==> config.mk <==
export PLATFORM = sky130hd
export DESIGN_NAME = data_mem_arbiter_flat
export DESIGN_NICKNAME = d
export VERILOG_FILES = /design/src/rtl/data_mem_pkg.sv /design/src/rtl/data_mem_arbiter_if.sv /design/src/rtl/mem_rr_picker.sv /design/src/rtl/data_mem_arbiter.sv /design/src/flat_wrapper.sv
export SDC_FILE = /design/constraint.sdc
export NUM_CORES = 1
export LEC_CHECK = 0
export ABC_CLOCK_PERIOD_IN_PS = 1300
export BUFFER_PORTS_ARGS = -buffer_cell sky130_fd_sc_hd__buf_4
export CAP_MARGIN = 30
export CORE_MARGIN = 4
export CORE_UTILIZATION = 44
export CTS_BUF_LIST = sky130_fd_sc_hd__clkbuf_2
export DETAILED_ROUTE_END_ITERATION = 8
export HOLD_SLACK_MARGIN = 0.05
export PLACE_DENSITY = 0.81
export SYNTH_ARGS = -nofsm -noshare
export SYNTH_HDL_FRONTEND = slang
export SYNTH_SLANG_ARGS = --single-unit
==> constraint.sdc <==
create_clock -name clk -period 1.3 [get_ports clk]
set_input_delay 0.26 -clock clk [delete_from_list [all_inputs] [get_ports clk]]
set_output_delay 0.26 -clock clk [all_outputs]
set_load 0.05 [all_outputs]
==> src/rtl/data_mem_pkg.sv <==
// Shared types and defaults for the data memory arbiter.
// State encoding, port select encoding and bus width defaults.
package data_mem_pkg;

   localparam int ADDR_W    = 8;
   localparam int DATA_W    = 8;
   localparam int MEM_DEPTH = 128;

   typedef enum logic [1:0] {
      IDLE   = 2'd0,
      ACCESS = 2'd1,
      DONE   = 2'd2
   } state_e;

   typedef enum logic {
      PORT_CPU = 1'b0,
      PORT_DMA = 1'b1
   } port_e;

endpackage

==> src/rtl/data_mem_arbiter_if.sv <==
// Requester-side bus of the data memory arbiter.
// master = requester (CPU or DMA), slave = arbiter.
interface data_mem_arbiter_if #(
   parameter int ADDR_W = data_mem_pkg::ADDR_W,
   parameter int DATA_W = data_mem_pkg::DATA_W
);

   logic              req;
   logic              we;
   logic [ADDR_W-1:0] addr;
   logic [DATA_W-1:0] wdata;
   logic              ack;
   logic [DATA_W-1:0] rdata;
   logic              err;

   modport master (
      output req, we, addr, wdata,
      input  ack, rdata, err
   );

   modport slave (
      input  req, we, addr, wdata,
      output ack, rdata, err
   );

endinterface

==> src/rtl/mem_rr_picker.sv <==
// Two-input grant picker with last-winner pointer.
// DMA_ROUND_ROBIN_EN selects round-robin, else CPU-first priority.
module mem_rr_picker
   import data_mem_pkg::*;
(
   input  logic  clk,
   input  logic  reset_n,
   input  logic  req_cpu_i,
   input  logic  req_dma_i,
   input  logic  update_i,
   output port_e grant_o
);

`ifdef DMA_ROUND_ROBIN_EN

   port_e last_q;

   // On a tie the port that did not win last time goes first
   always_comb begin
      grant_o = PORT_CPU;
      if (req_cpu_i && req_dma_i) begin
         grant_o = (last_q == PORT_CPU) ? PORT_DMA : PORT_CPU;
      end else if (req_dma_i) begin
         grant_o = PORT_DMA;
      end
   end

   // Pointer starts as if DMA won last, so the CPU is favoured first
   always_ff @(posedge clk) begin
      if (!reset_n) begin
         last_q <= PORT_DMA;
      end else if (update_i) begin
         last_q <= grant_o;
      end
   end

`else

   logic unused_inputs;

   assign unused_inputs = ^{clk, reset_n, update_i};

   // CPU always wins; DMA only when the CPU is not asking
   always_comb begin
      grant_o = PORT_CPU;
      if (!req_cpu_i && req_dma_i) begin
         grant_o = PORT_DMA;
      end
   end

`endif

endmodule

==> src/rtl/data_mem_arbiter.sv <==
// Shares one 128x8 data memory port between CPU and DMA requesters.
// Optional macro DMA_ROUND_ROBIN_EN: round-robin instead of CPU priority.
module data_mem_arbiter #(
   parameter int ADDR_W    = data_mem_pkg::ADDR_W,
   parameter int DATA_W    = data_mem_pkg::DATA_W,
   parameter int MEM_DEPTH = data_mem_pkg::MEM_DEPTH
) (
   input  logic              clk,
   input  logic              reset_n,
   data_mem_arbiter_if.slave cpu,
   data_mem_arbiter_if.slave dma,
   output logic [ADDR_W-1:0] mem_addr,
   output logic              mem_we,
   output logic              mem_re,
   output logic [DATA_W-1:0] mem_wdata,
   input  logic [DATA_W-1:0] mem_rdata,
   output logic              busy
);

   import data_mem_pkg::*;

   localparam logic [ADDR_W:0] DEPTH_L = (ADDR_W+1)'(MEM_DEPTH);

   state_e            state_q, state_d;
   port_e             port_q, port_d;
   port_e             grant;
   logic              we_q, we_d;
   logic              err_q, err_d;
   logic              pick_upd;

   logic              sel_we;
   logic [ADDR_W-1:0] sel_addr;
   logic [DATA_W-1:0] sel_wdata;
   logic              sel_in;
   logic [DATA_W-1:0] rd_val;

   logic [ADDR_W-1:0] mem_addr_q, mem_addr_d;
   logic              mem_we_q, mem_we_d;
   logic              mem_re_q, mem_re_d;
   logic [DATA_W-1:0] mem_wdata_q, mem_wdata_d;
   logic              cpu_ack_q, cpu_ack_d;
   logic              dma_ack_q, dma_ack_d;
   logic              cpu_err_q, cpu_err_d;
   logic              dma_err_q, dma_err_d;
   logic [DATA_W-1:0] cpu_rdata_q, cpu_rdata_d;
   logic [DATA_W-1:0] dma_rdata_q, dma_rdata_d;
   logic              busy_q, busy_d;

   mem_rr_picker u_picker (
      .clk       (clk),
      .reset_n   (reset_n),
      .req_cpu_i (cpu.req),
      .req_dma_i (dma.req),
      .update_i  (pick_upd),
      .grant_o   (grant)
   );

   // Mux the granted requester's command and range-check its address
   always_comb begin
      sel_we    = cpu.we;
      sel_addr  = cpu.addr;
      sel_wdata = cpu.wdata;
      if (grant == PORT_DMA) begin
         sel_we    = dma.we;
         sel_addr  = dma.addr;
         sel_wdata = dma.wdata;
      end
      sel_in = ({1'b0, sel_addr} < DEPTH_L);
   end

   // Next state and next registered outputs
   always_comb begin
      state_d     = state_q;
      port_d      = port_q;
      we_d        = we_q;
      err_d       = err_q;
      pick_upd    = 1'b0;
      rd_val      = '0;
      mem_addr_d  = '0;
      mem_we_d    = 1'b0;
      mem_re_d    = 1'b0;
      mem_wdata_d = '0;
      cpu_ack_d   = 1'b0;
      dma_ack_d   = 1'b0;
      cpu_err_d   = 1'b0;
      dma_err_d   = 1'b0;
      cpu_rdata_d = '0;
      dma_rdata_d = '0;
      unique case (state_q)
         IDLE: begin
            if (cpu.req || dma.req) begin
               state_d    = ACCESS;
               pick_upd   = 1'b1;
               port_d     = grant;
               we_d       = sel_we;
               err_d      = !sel_in;
               mem_addr_d = sel_addr;
               if (sel_in) begin
                  mem_we_d = sel_we;
                  mem_re_d = !sel_we;
                  if (sel_we) begin
                     mem_wdata_d = sel_wdata;
                  end
               end
            end
         end
         ACCESS: begin
            state_d = DONE;
            if (!we_q && !err_q) begin
               rd_val = mem_rdata;
            end
            if (port_q == PORT_CPU) begin
               cpu_ack_d   = 1'b1;
               cpu_err_d   = err_q;
               cpu_rdata_d = rd_val;
            end else begin
               dma_ack_d   = 1'b1;
               dma_err_d   = err_q;
               dma_rdata_d = rd_val;
            end
         end
         DONE: begin
            state_d = IDLE;
         end
         default: begin
            state_d = IDLE;
         end
      endcase
      busy_d = (state_d != IDLE);
   end

   // State, latched command and output registers
   always_ff @(posedge clk) begin
      if (!reset_n) begin
         state_q     <= IDLE;
         port_q      <= PORT_CPU;
         we_q        <= 1'b0;
         err_q       <= 1'b0;
         mem_addr_q  <= '0;
         mem_we_q    <= 1'b0;
         mem_re_q    <= 1'b0;
         mem_wdata_q <= '0;
         cpu_ack_q   <= 1'b0;
         dma_ack_q   <= 1'b0;
         cpu_err_q   <= 1'b0;
         dma_err_q   <= 1'b0;
         cpu_rdata_q <= '0;
         dma_rdata_q <= '0;
         busy_q      <= 1'b0;
      end else begin
         state_q     <= state_d;
         port_q      <= port_d;
         we_q        <= we_d;
         err_q       <= err_d;
         mem_addr_q  <= mem_addr_d;
         mem_we_q    <= mem_we_d;
         mem_re_q    <= mem_re_d;
         mem_wdata_q <= mem_wdata_d;
         cpu_ack_q   <= cpu_ack_d;
         dma_ack_q   <= dma_ack_d;
         cpu_err_q   <= cpu_err_d;
         dma_err_q   <= dma_err_d;
         cpu_rdata_q <= cpu_rdata_d;
         dma_rdata_q <= dma_rdata_d;
         busy_q      <= busy_d;
      end
   end

   assign mem_addr  = mem_addr_q;
   assign mem_we    = mem_we_q;
   assign mem_re    = mem_re_q;
   assign mem_wdata = mem_wdata_q;
   assign busy      = busy_q;
   assign cpu.ack   = cpu_ack_q;
   assign cpu.err   = cpu_err_q;
   assign cpu.rdata = cpu_rdata_q;
   assign dma.ack   = dma_ack_q;
   assign dma.err   = dma_err_q;
   assign dma.rdata = dma_rdata_q;

endmodule

==> src/flat_wrapper.sv <==
// flat-port wrapper written by rule: the top's interface ports become plain ports
module data_mem_arbiter_flat import data_mem_pkg::*;
#(
   parameter int ADDR_W    = data_mem_pkg::ADDR_W,
   parameter int DATA_W    = data_mem_pkg::DATA_W,
   parameter int MEM_DEPTH = data_mem_pkg::MEM_DEPTH
)
  (clk, reset_n, mem_addr, mem_we, mem_re, mem_wdata, mem_rdata, busy, cpu_req, cpu_we, cpu_addr, cpu_wdata, cpu_ack, cpu_rdata, cpu_err, dma_req, dma_we, dma_addr, dma_wdata, dma_ack, dma_rdata, dma_err);
  data_mem_arbiter_if #(.ADDR_W(ADDR_W), .DATA_W(DATA_W)) cpu_i ();
  data_mem_arbiter_if #(.ADDR_W(ADDR_W), .DATA_W(DATA_W)) dma_i ();
  input  logic clk;
  input  logic reset_n;
  output logic [ADDR_W-1:0] mem_addr;
  output logic mem_we;
  output logic mem_re;
  output logic [DATA_W-1:0] mem_wdata;
  input  logic [DATA_W-1:0] mem_rdata;
  output logic busy;
  input wire logic [$bits(cpu_i.req)-1:0] cpu_req;
  input wire logic [$bits(cpu_i.we)-1:0] cpu_we;
  input wire logic [$bits(cpu_i.addr)-1:0] cpu_addr;
  input wire logic [$bits(cpu_i.wdata)-1:0] cpu_wdata;
  output wire logic [$bits(cpu_i.ack)-1:0] cpu_ack;
  output wire logic [$bits(cpu_i.rdata)-1:0] cpu_rdata;
  output wire logic [$bits(cpu_i.err)-1:0] cpu_err;
  input wire logic [$bits(dma_i.req)-1:0] dma_req;
  input wire logic [$bits(dma_i.we)-1:0] dma_we;
  input wire logic [$bits(dma_i.addr)-1:0] dma_addr;
  input wire logic [$bits(dma_i.wdata)-1:0] dma_wdata;
  output wire logic [$bits(dma_i.ack)-1:0] dma_ack;
  output wire logic [$bits(dma_i.rdata)-1:0] dma_rdata;
  output wire logic [$bits(dma_i.err)-1:0] dma_err;
  assign cpu_i.req = cpu_req;
  assign cpu_i.we = cpu_we;
  assign cpu_i.addr = cpu_addr;
  assign cpu_i.wdata = cpu_wdata;
  assign cpu_ack = cpu_i.ack;
  assign cpu_rdata = cpu_i.rdata;
  assign cpu_err = cpu_i.err;
  assign dma_i.req = dma_req;
  assign dma_i.we = dma_we;
  assign dma_i.addr = dma_addr;
  assign dma_i.wdata = dma_wdata;
  assign dma_ack = dma_i.ack;
  assign dma_rdata = dma_i.rdata;
  assign dma_err = dma_i.err;
  data_mem_arbiter #(.ADDR_W(ADDR_W), .DATA_W(DATA_W), .MEM_DEPTH(MEM_DEPTH)) u_core (.clk(clk), .reset_n(reset_n), .cpu(cpu_i), .dma(dma_i), .mem_addr(mem_addr), .mem_we(mem_we), .mem_re(mem_re), .mem_wdata(mem_wdata), .mem_rdata(mem_rdata), .busy(busy));
endmodule
* Word level (Yosys, flattened, before mapping)
Cells that the tools add are included.
** Storage, ports and cells
- Word-level logic and storage cells :: 45
- Register bits after elaboration :: 44
- RAM bits :: 0
- Bits in read-only memories :: 0
- Memories :: 0
- Output and inout bits :: 39
- Latch bits :: 0
** Operators by class
- Mux-type cells :: 9
- Eq/ne operators :: 1
- Bitwise logic cells :: 2
- Reductions and logical operators :: 17
- $mul :: 0
- Order comparisons :: 1
- Shifts and indexed selects :: 0
- Div/mod/pow operators :: 0
- $add $sub $neg :: 0
** Operator list (count)
- $mux 8 :: 3
- $lt 8x8->1 const B :: 1
- $reduce_and 3->1 :: 2
- $logic_not 1->1 :: 5
- $reduce_and 5->1 :: 1
- $mux 1 :: 4
- $pmux 2 s2 :: 1
- $reduce_and 2->1 :: 2
- $reduce_and 4->1 :: 1
- $reduce_or 3->1 :: 1
- $eq 2x1->1 const B :: 1
- $logic_and 1x1->1 :: 2
- $logic_not 2->1 :: 1
- $mux 2 :: 1
- $not 1->1 :: 2
- $reduce_bool 2->1 :: 1
- $logic_or 1x1->1 :: 1

* Longest topological paths before layout
Gate-level depths: netlist of the first run.
- Depth after elaboration :: 6
- Depth in mapped cells :: 5
- Depth with buffers taken out :: 3

* Hierarchy
A second synthesis of the first run with hierarchy kept.
** Second synthesis, totals
- Cells, all modules :: 126
- Area, all modules :: 1451.4 µm²
** By module, submodules not included
- data_mem_arbiter :: seq. area each 880.8 µm², times used 1, cells an instance 125, area each 1437.6 µm²
- mem_rr_picker :: seq. area each 0.0 µm², times used 1, cells an instance 1, area each 13.8 µm²

* Least setup slack after synthesis of the first run
No wires, ideal clock.
- Kind :: input-to-reg
- Start :: in cpu_req
- End :: reg u_core.mem_wdata_q[0] (netlist: u_core.mem_wdata[0])
- Stages :: 4
- Setup slack :: 0.212 ns
- Data arrival time :: 0.956 ns
- Required time :: 1.167 ns
- Setup time :: 0.133 ns
- Cell sequence :: nand2b_1 -> buf_6 -> a31oi_2 -> nor3_1
** On the way
- Longest elaborated chain between the ends :: 6
- Elaborated cells on any way between the ends :: 9
- Classes of those cells :: order compare: 1; mux: 4; reduce/logical: 4
** RTL lines
- start, declared :: line flat_wrapper.sv:19 : input wire logic [$bits(cpu_i.req)-1:0] cpu_req;
- $logic_not 1->1 :: line mem_rr_picker.sv:46 : if (!req_cpu_i && req_dma_i) begin
- $logic_and 1x1->1 :: line mem_rr_picker.sv:46
- $mux 1 :: line mem_rr_picker.sv:46
- $mux 8 :: line data_mem_arbiter.sv:63 : if (grant == PORT_DMA) begin
- $lt 8x8->1 :: line data_mem_arbiter.sv:68 : sel_in = ({1'b0, sel_addr} < DEPTH_L);
- $reduce_and 5->1 (no line)
- end signal, assigned :: line data_mem_arbiter.sv:158 : mem_wdata_q <= mem_wdata_d;
- end, declared :: line data_mem_arbiter.sv:40 : logic [DATA_W-1:0] mem_wdata_q, mem_wdata_d;
Several ways; a longest one is shown, not always the timed one.
A chain may end at the register's enable or synchronous reset.

* Worst setup path after layout of the first run
- Start :: reg u_core.mem_wdata_q[2] (netlist: u_core.mem_wdata[2])
- End :: out mem_wdata[2]
** RTL lines
- end, declared :: line flat_wrapper.sv:16 : output logic [DATA_W-1:0] mem_wdata;
No word-level cell between the ends.

==> results of run 1 <==
-- worst paths after layout --
path,from,to,slack (ns),depth (start not counted)
max,u_core.mem_wdata[2],mem_wdata[2],0.09,1
min,cpu_addr[0],u_core.mem_addr[0],0.08,3
max reg2reg,u_core.state_q[1],u_core.dma.rdata[7],0.12,3
min reg2reg,u_core.err_q,u_core.dma.err,0.53,1
-- kinds of logic after synthesis --
family,count (synthesis),synth area share
compound gates,15,0.0648
buf+inv,11,0.0420
flops,44,0.616
mux,10,0.0701
simple gates,55,0.207
-- registers in the layout, indices dropped and copies added, names as in the netlist, 2 cells and up --
register / cells
u_core.state_q: 2
u_core.mem_wdata: 8
u_core.cpu.rdata: 8
u_core.mem_addr: 8
u_core.dma.rdata: 8
-- power by group --
group	switching, mW	internal (mW)	leakage (nW)	total, mW
combinational	0.287	0.216	0.768	0.503
clock	0.402	0.111	0.0239	0.513
sequential	0.0214	1.40	0.358	1.43
total	0.710	1.73	1.15	2.44
-- routing by layer --
metal  up-vias  track usage
met2        69        0.298
met5         -            0
met1       528        0.181
met3         8       0.0711
met4         0       0.0792
li1        643            -
-- layout by cell type, fill, tap and decap left out, types with 4 or more instances in the layout --
master	count
a21oi_1	11
mux2i_1	10
buf_4	90
clkbuf_2	5
inv_1	5
nor2_2	4
dfxtp_1	44
and3_1	16
nor3_1	8
nand2_1	15
-- metrics by stage --
stage,util,power (mW),hold WS [ns]
final,0.709,2.44,0.0829
after global routing,0.709,2.56,0.0540
after CTS,0.709,2.45,0.0756
after detailed placement,0.695,1.95,0.478
after global placement,0.695,1.94,0.476
after floorplan,-,1.73,0.354
-- layout make-up --
cell class              count  area share
flip-flops and latches     44       0.403
multi-input cells          80       0.225
inverters                   5     0.00860
well taps                  44      0.0252
repair buffers             92       0.323
clock buffers               5      0.0115
clock inverters             2     0.00344
-- synthesized netlist by cell type --
library cell / number
dfxtp_1: 44
and3_1: 16
nand2_1: 15
a21oi_1: 11
mux2i_1: 10
nor3_1: 8
inv_1: 5
nor2_1: 3
nor2_2: 3
a311oi_1: 2
and2_1: 2
buf_2: 2
buf_6: 2
or3_1: 2
a211oi_1: 1
a31oi_2: 1
and4bb_2: 1
clkbuf_1: 1
clkbuf_2: 1
nand2b_1: 1
nand3_1: 1
nand3b_1: 1
nor2b_1: 1
or2_2: 1
-- what timing repair did --
item / in CTS / in global routing
hold buffers: 1 / 0
hold endpoints to repair: 1 / 0
resized for setup: 0 / 1
setup endpoints to repair: 0 / 16
==> results.json, run 1 <==
{
  "ant_nets": 0,
  "critPathKind": "register to output port",
  "worst_slack_ns": 0.0874,
  "gp_congestion": 0.831,
  "stdcell_count": 272,
  "synth.area.top_cells": "dfxtp_1, and3_1, mux2i_1, nand2_1, a21oi_1",
  "coreArea_um2": 3080,
  "cp.required_ns": 1.04,
  "slowest_delay_ns": 0.36,
  "top_layer_used": "met4",
  "stdcell_area_um2": 2180,
  "post-cts-setup-buffer-count": 0,
  "outcome": "finished clean",
  "fmaxAchievable_mhz": 825,
  "finalMaxSlewViolations": 0,
  "worst-path-buf-inv": 1,
  "synthCells": 135,
  "synth-seq-area-share": 0.616,
  "worst_path_max_delay_cell": "dfxtp_1",
  "powerDensity_nw_per_um2": 1120,
  "p_leak_nw": 1.15,
  "placed_cells": 264,
  "htreeDepth": 2,
  "vias": 1248,
  "overflow": 0,
  "clockRootBuffer": "clkbuf_2",
  "drive_above_1_share": 0.452,
  "min_period_ns": 1.21,
  "grt_pass1_wl_um": 5530,
  "synth_top_cell_by_area": "dfxtp_1",
  "hpwl_um": 2680,
  "fin_nets": 274,
  "rsz0062_at_grt": "no",
  "cts_sinks": 44,
  "syn2layout_area_growth_pct": 52.8,
  "wl_met2_um": 1570,
  "viasPerCell": 4.59,
  "rows": 20,
  "finClkSkew_ns": 0.0178,
  "clk_path_buf_depth": 2,
  "track_usage": 0.172,
  "grt_pass1_vias": 1236,
  "antenna_cells": 0,
  "critical_path.max_fanout": 1,
  "synth_cell_type_count": 24,
  "synthesis.nets": 181,
  "finalHoldViolCount": 0,
  "synth_warnings": 0,
  "port-buffer-count": 84,
  "drc": 0,
  "grt_max_degree": 19,
  "fin_tns_setup_ns": 0,
  "dr_wl_met3_um": 433,
  "cts_tree": "done",
  "peakVddDrop_v": 0.000669,
  "tightest_slew_ns": 0.424,
  "startpoint_type": "register",
  "setup_viol": 0,
  "maxSlewHeadroom": 0.717,
  "period_share": 0.933,
  "post_dp_cell_area_um2": 2140,
  "yosys_register_bits": 44,
  "multi_input_area_um2": 490,
  "clk_pin_slew_ns": 0.20,
  "seqCellArea_um2": 881,
  "path_cells": "buf_4",
  "clock_latency_ns": 0.40,
  "synth.cell_area_um2": 1430,
  "drtIter0Drc": 32,
  "min_path_type": "input port to register",
  "path_delay_family": "flip-flops",
  "fill_cells": 228,
  "maxCapViolations": 0,
  "ios": 85,
  "yosys.area.top_type_share": 0.616,
  "cp-end-kind": "output port",
  "crit_arrival_ns": 0.95,
  "die_x_um": 65.0,
  "cts_made_buffers": 5,
  "drt_pass1_iterations": 4,
  "wl_met1_um": 1380,
  "synth_area_per_cell_um2": 10.6,
  "wire_per_inst_um": 12.6,
  "antenna_found_initial": 0,
  "die_y_um": 65.0,
  "dieArea_um2": 4220,
  "wirelength_um": 3440,
  "start_util": 0.464,
  "pre_cts_ws_ns": 0.0327
}
Note: power is estimated with default switching activity, not from simulation.
==> inputs of run 2 (changes only) <==
- ABC_CLOCK_PERIOD_IN_PS: 1300 -> default
- RECOVER_POWER: default -> 25
==> results.json, run 2 (synthesis results as in run 1) <==
{
  "finalMaxSlewViolations": 0,
  "clockRootBuffer": "clkbuf_2",
  "post_dp_cell_area_um2": 2140,
  "critPathKind": "register to output port",
  "cts_sinks": 44,
  "final_util": 0.707,
  "finalHoldViolCount": 0,
  "r2r_slack_ns": 0.12,
  "wire_per_inst_um": 12.6,
  "slowest_delay_ns": 0.36,
  "startpoint_type": "register",
  "grt_max_degree": 19,
  "peakVddDrop_v": 0.000669,
  "period_share": 0.933,
  "syn2layout_area_growth_pct": 52.4,
  "dieArea_um2": 4220,
  "overflow": 0,
  "rows": 20,
  "cts_tree": "done",
  "final_cell_mix": "buf_4, dfxtp_1, and3_1, nand2_1, a21oi_1",
  "viasPerCell": 4.59,
  "clk_pin_slew_ns": 0.20,
  "fin_tns_setup_ns": 0,
  "drc": 0,
  "clk_path_buf_depth": 2,
  "coreArea_um2": 3080,
  "die_x_um": 65.0,
  "powerDensity_nw_per_um2": 1120,
  "crit_start": "u_core.mem_wdata[2]",
  "tightest_slew_ns": 0.424,
  "p_leak_nw": 1.15,
  "port-buffer-count": 84,
  "antenna_cells": 0,
  "crit_arrival_ns": 0.95,
  "track_usage": 0.172,
  "cp.required_ns": 1.04,
  "finClkSkew_ns": 0.0173,
  "min_period_ns": 1.21,
  "path_cells": "buf_4",
  "ant_nets": 0,
  "path_delay_family": "flip-flops",
  "gp_congestion": 0.831,
  "layout_commonest_cell": "buf_4",
  "drtIter0Drc": 32,
  "cts_made_buffers": 5,
  "rsz0062_at_grt": "no",
  "worst_hold_slack_ns": 0.0822,
  "fmaxAchievable_mhz": 825,
  "outcome": "finished clean",
  "drive_above_1_share": 0.443,
  "grt_pass1_wl_um": 5530,
  "clock_latency_ns": 0.40,
  "stdcell_area_um2": 2180,
  "start_util": 0.464,
  "worst-path-buf-inv": 1,
  "die_y_um": 65.0,
  "vias": 1249,
  "hpwl_um": 2680,
  "worstHoldStart": "cpu_addr[0]",
  "antenna_found_initial": 0,
  "maxCapViolations": 0,
  "cp-end-kind": "output port",
  "maxSlewHeadroom": 0.717,
  "min_path_type": "input port to register",
  "critical_path.max_fanout": 1,
  "grt_pass1_vias": 1236,
  "ios": 85,
  "post-cts-setup-buffer-count": 0,
  "r2r_start": "u_core.state_q[0]",
  "wirelength_um": 3440,
  "htreeDepth": 2,
  "setup_viol": 0,
  "worst_path_max_delay_cell": "dfxtp_1",
  "fin_nets": 274,
  "drt_pass1_iterations": 4
}
==> run 2: cell types whose count changed in the layout (fill, tap and decap cells not counted) <==
| cell | before | now |
|---|---|---|
| clkbuf_4 | 0 | 1 |
| nor2_2 | 4 | 3 |
| nor2_1 | 2 | 3 |
| clkbuf_1 | 0 | 1 |
| buf_4 | 90 | 88 |
==> run 2: path summary, 6_finish.rpt <==
path         cells after the start            endpoint
max                              1        mem_wdata[2]
min                              3  u_core.mem_addr[0]
max reg2reg                      4         u_core.we_q
min reg2reg                      1      u_core.dma.err
==> run 2: cell type report <==
| type | count | area [um2] |
|---|---|---|
| Inverter | 5 | 18.8 |
| Sequential cell | 44 | 881 |
| Clock inverter | 2 | 7.51 |
| Timing Repair Buffer | 92 | 702 |
| Multi-Input combinational cell | 80 | 488 |
| Fill cell | 230 | 901 |
| Clock buffer | 5 | 25.0 |
| Tap cell | 44 | 55.1 |
==> run 2: metrics by stage <==
| step | instances | setup slack, ns | power [mW] |
|---|---|---|---|
| floorplan | 135 | 0.212 | 1.73 |
| global placement | 264 | 0.0886 | 1.94 |
| detailed placement | 264 | 0.0327 | 1.95 |
| CTS | 272 | 0.0680 | 2.45 |
| global route | 272 | 0.0146 | 2.55 |
| finish | 272 | 0.0874 | 2.44 |
==> run 2: per-layer routing <==
metal	routed length, um	share of wire	track usage
met2	1560	0.45	0.298
met3	433	0.13	0.0711
met1	1380	0.40	0.181
met4	61	0.018	0.0792
met5	0	0	0
==> run 2: what timing repair did <==
item | CTS | global route
hold endpoints to repair | 1 | 0
hold buffers | 1 | 0
setup endpoints to repair | 0 | 16
gates resized for setup | 0 | 1
==> run 2: where the power goes <==
group	switching [mW]	leakage, nW	internal, mW
Clock	0.402	0.0239	0.111
Sequential	0.0206	0.358	1.40
Combinational	0.287	0.764	0.212
Total	0.709	1.15	1.73
==> inputs of run 3 (changes only) <==
- ABC_AREA: default -> 1
==> results.json, run 3 <==
{
  "outcome": "finished clean",
  "htreeDepth": 2,
  "crit_arrival_ns": 0.94,
  "worst_path_max_delay_cell": "dfxtp_1",
  "ant_nets": 0,
  "setup_viol": 0,
  "wirelength_um": 3280,
  "synth_cell_type_count": 18,
  "startpoint_type": "register",
  "post-cts-setup-buffer-count": 0,
  "track_usage": 0.166,
  "cts_resized": 0,
  "critical_path.max_fanout": 1,
  "drive_above_1_share": 0.402,
  "finClkSkew_ns": 0.0121,
  "dieArea_um2": 4290,
  "synth_edf_count": 0,
  "power_frac_seq": 0.584,
  "fill_cells": 265,
  "synth.most_common_cell": "nand2_1",
  "antenna_found_initial": 0,
  "synth.area.top_cells": "dfxtp_1, nand2_1, nor2_1, inv_1, a21oi_1",
  "grt_max_degree": 17,
  "stdcell_area_um2": 2180,
  "overflow": 0,
  "synth_warnings": 0,
  "clockRootBuffer": "clkbuf_2",
  "slowest_delay_ns": 0.37,
  "final_cell_mix": "buf_4, nand2_1, dfxtp_1, nor2_1, inv_1",
  "min_path_type": "input port to register",
  "cp.required_ns": 1.04,
  "cts_made_buffers": 5,
  "ios": 85,
  "gp_congestion": 0.696,
  "tightest_slew_ns": 0.468,
  "synth_area_per_cell_um2": 8.32,
  "syn2layout_area_growth_pct": 49.4,
  "seqCellArea_um2": 881,
  "synthesis.nets": 221,
  "synth.cell_area_um2": 1460,
  "grt_pass1_vias": 1267,
  "drtIter0Drc": 40,
  "p_leak_nw": 1.17,
  "p_clk_frac": 0.210,
  "layout_commonest_cell": "buf_4",
  "multi_input_area_um2": 479,
  "clk_path_buf_depth": 2,
  "die_x_um": 65.5,
  "yosys.area.top_type_share": 0.605,
  "finalHoldViolCount": 0,
  "yosys_register_bits": 44,
  "rows": 20,
  "synthCells": 175,
  "rsz0062_at_grt": "no",
  "fmaxAchievable_mhz": 831,
  "drt_pass1_iterations": 4,
  "die_y_um": 65.5,
  "antenna_cells": 0,
  "hpwl_um": 2620,
  "cts_sinks": 44,
  "switching_share": 0.291,
  "viasPerCell": 4.28,
  "fin_nets": 312,
  "peakVddDrop_v": 0.000693,
  "port-buffer-count": 84,
  "cts_tree": "done",
  "worst-path-buf-inv": 1,
  "cp-end-kind": "output port",
  "clk_pin_slew_ns": 0.19,
  "start_util": 0.469,
  "maxSlewHeadroom": 0.687,
  "synthTopCellsByCount": "nand2_1, dfxtp_1, nor2_1, inv_1, a21oi_1",
  "path_delay_family": "flip-flops",
  "clock_latency_ns": 0.38,
  "intPower_mw": 1.73,
  "p_sw_mw": 0.709,
  "vias": 1327,
  "critPathKind": "register to output port",
  "synth_top_cell_by_area": "dfxtp_1",
  "synth-seq-area-share": 0.605,
  "async_reset_ff_frac": 0,
  "finalMaxSlewViolations": 0,
  "post_dp_cell_area_um2": 2140,
  "min_period_ns": 1.20,
  "wire_per_inst_um": 10.6,
  "path_cells": "buf_4",
  "combPwrFrac": 0.206,
  "fin_tns_setup_ns": 0,
  "maxCapViolations": 0,
  "period_share": 0.925,
  "grt_pass1_wl_um": 5350,
  "synth-main-ff-cell": "dfxtp_1",
  "powerDensity_nw_per_um2": 1120,
  "hold_buffers": 0,
  "coreArea_um2": 3100,
  "drc": 0
}
[run 3: routing by layer]
metal / routed length, um / global-route usage
met3: 451 / 0.0803
met5: 0 / 0
met1: 1260 / 0.170
met2: 1500 / 0.274
met4: 72 / 0.0933
[run 3: cells by family after synthesis]
kind of cell           Yosys count  synth area share
flip-flops                      44             0.605
AND/OR/NAND/NOR                 96             0.283
AO/OA/AOI/OAI                   12            0.0464
buffers and inverters           23            0.0661
[run 3: path summary, 6_finish.rpt]
kind / from / endpoint / slack, ns / depth (start not counted)
max: u_core.mem_we / mem_we / 0.1 / 1
max reg2reg: u_core.state_q[1] / u_core.mem_wdata[1] / 0.15 / 5
min reg2reg: u_core.we_q / u_core.we_q / 0.49 / 2
min: cpu_addr[6] / u_core.mem_addr[6] / 0.10 / 3
[run 3: power groups by stage]
stage	registers (mW)	logic (mW)	clock network, mW
final	1.42	0.502	0.512
after global routing	1.43	0.546	0.595
after CTS	1.42	0.507	0.527
after detailed placement	1.45	0.505	0
after global placement	1.45	0.500	0
after floorplan	1.59	0.155	0
[run 3: through the flow]
step                      instances  hold slack (ns)  power, mW   util  worst slack (ns)
final                           310            0.104       2.43  0.701            0.0969
after global routing            310           0.0613       2.57  0.701          0.000296
after CTS                       310           0.0810       2.45  0.701            0.0707
after detailed placement        303            0.462       1.95  0.690             0.173
after global placement          303            0.459       1.95  0.690             0.216
after floorplan                 175            0.401       1.74      -             0.293
[run 3: cell type report]
type | instances | area share
clock buffer | 6 | 0.0138
clock inverter | 1 | 0.00230
inverter | 21 | 0.0368
multi-input combinational | 108 | 0.220
sequential | 44 | 0.405
tap | 44 | 0.0253
timing repair buffer | 86 | 0.297
[run 3: tightest hold or removal path, cell delays in order]
cell,delay (ns)
buf_4,0.10
nand2_1,0.05
a21oi_1,0.05
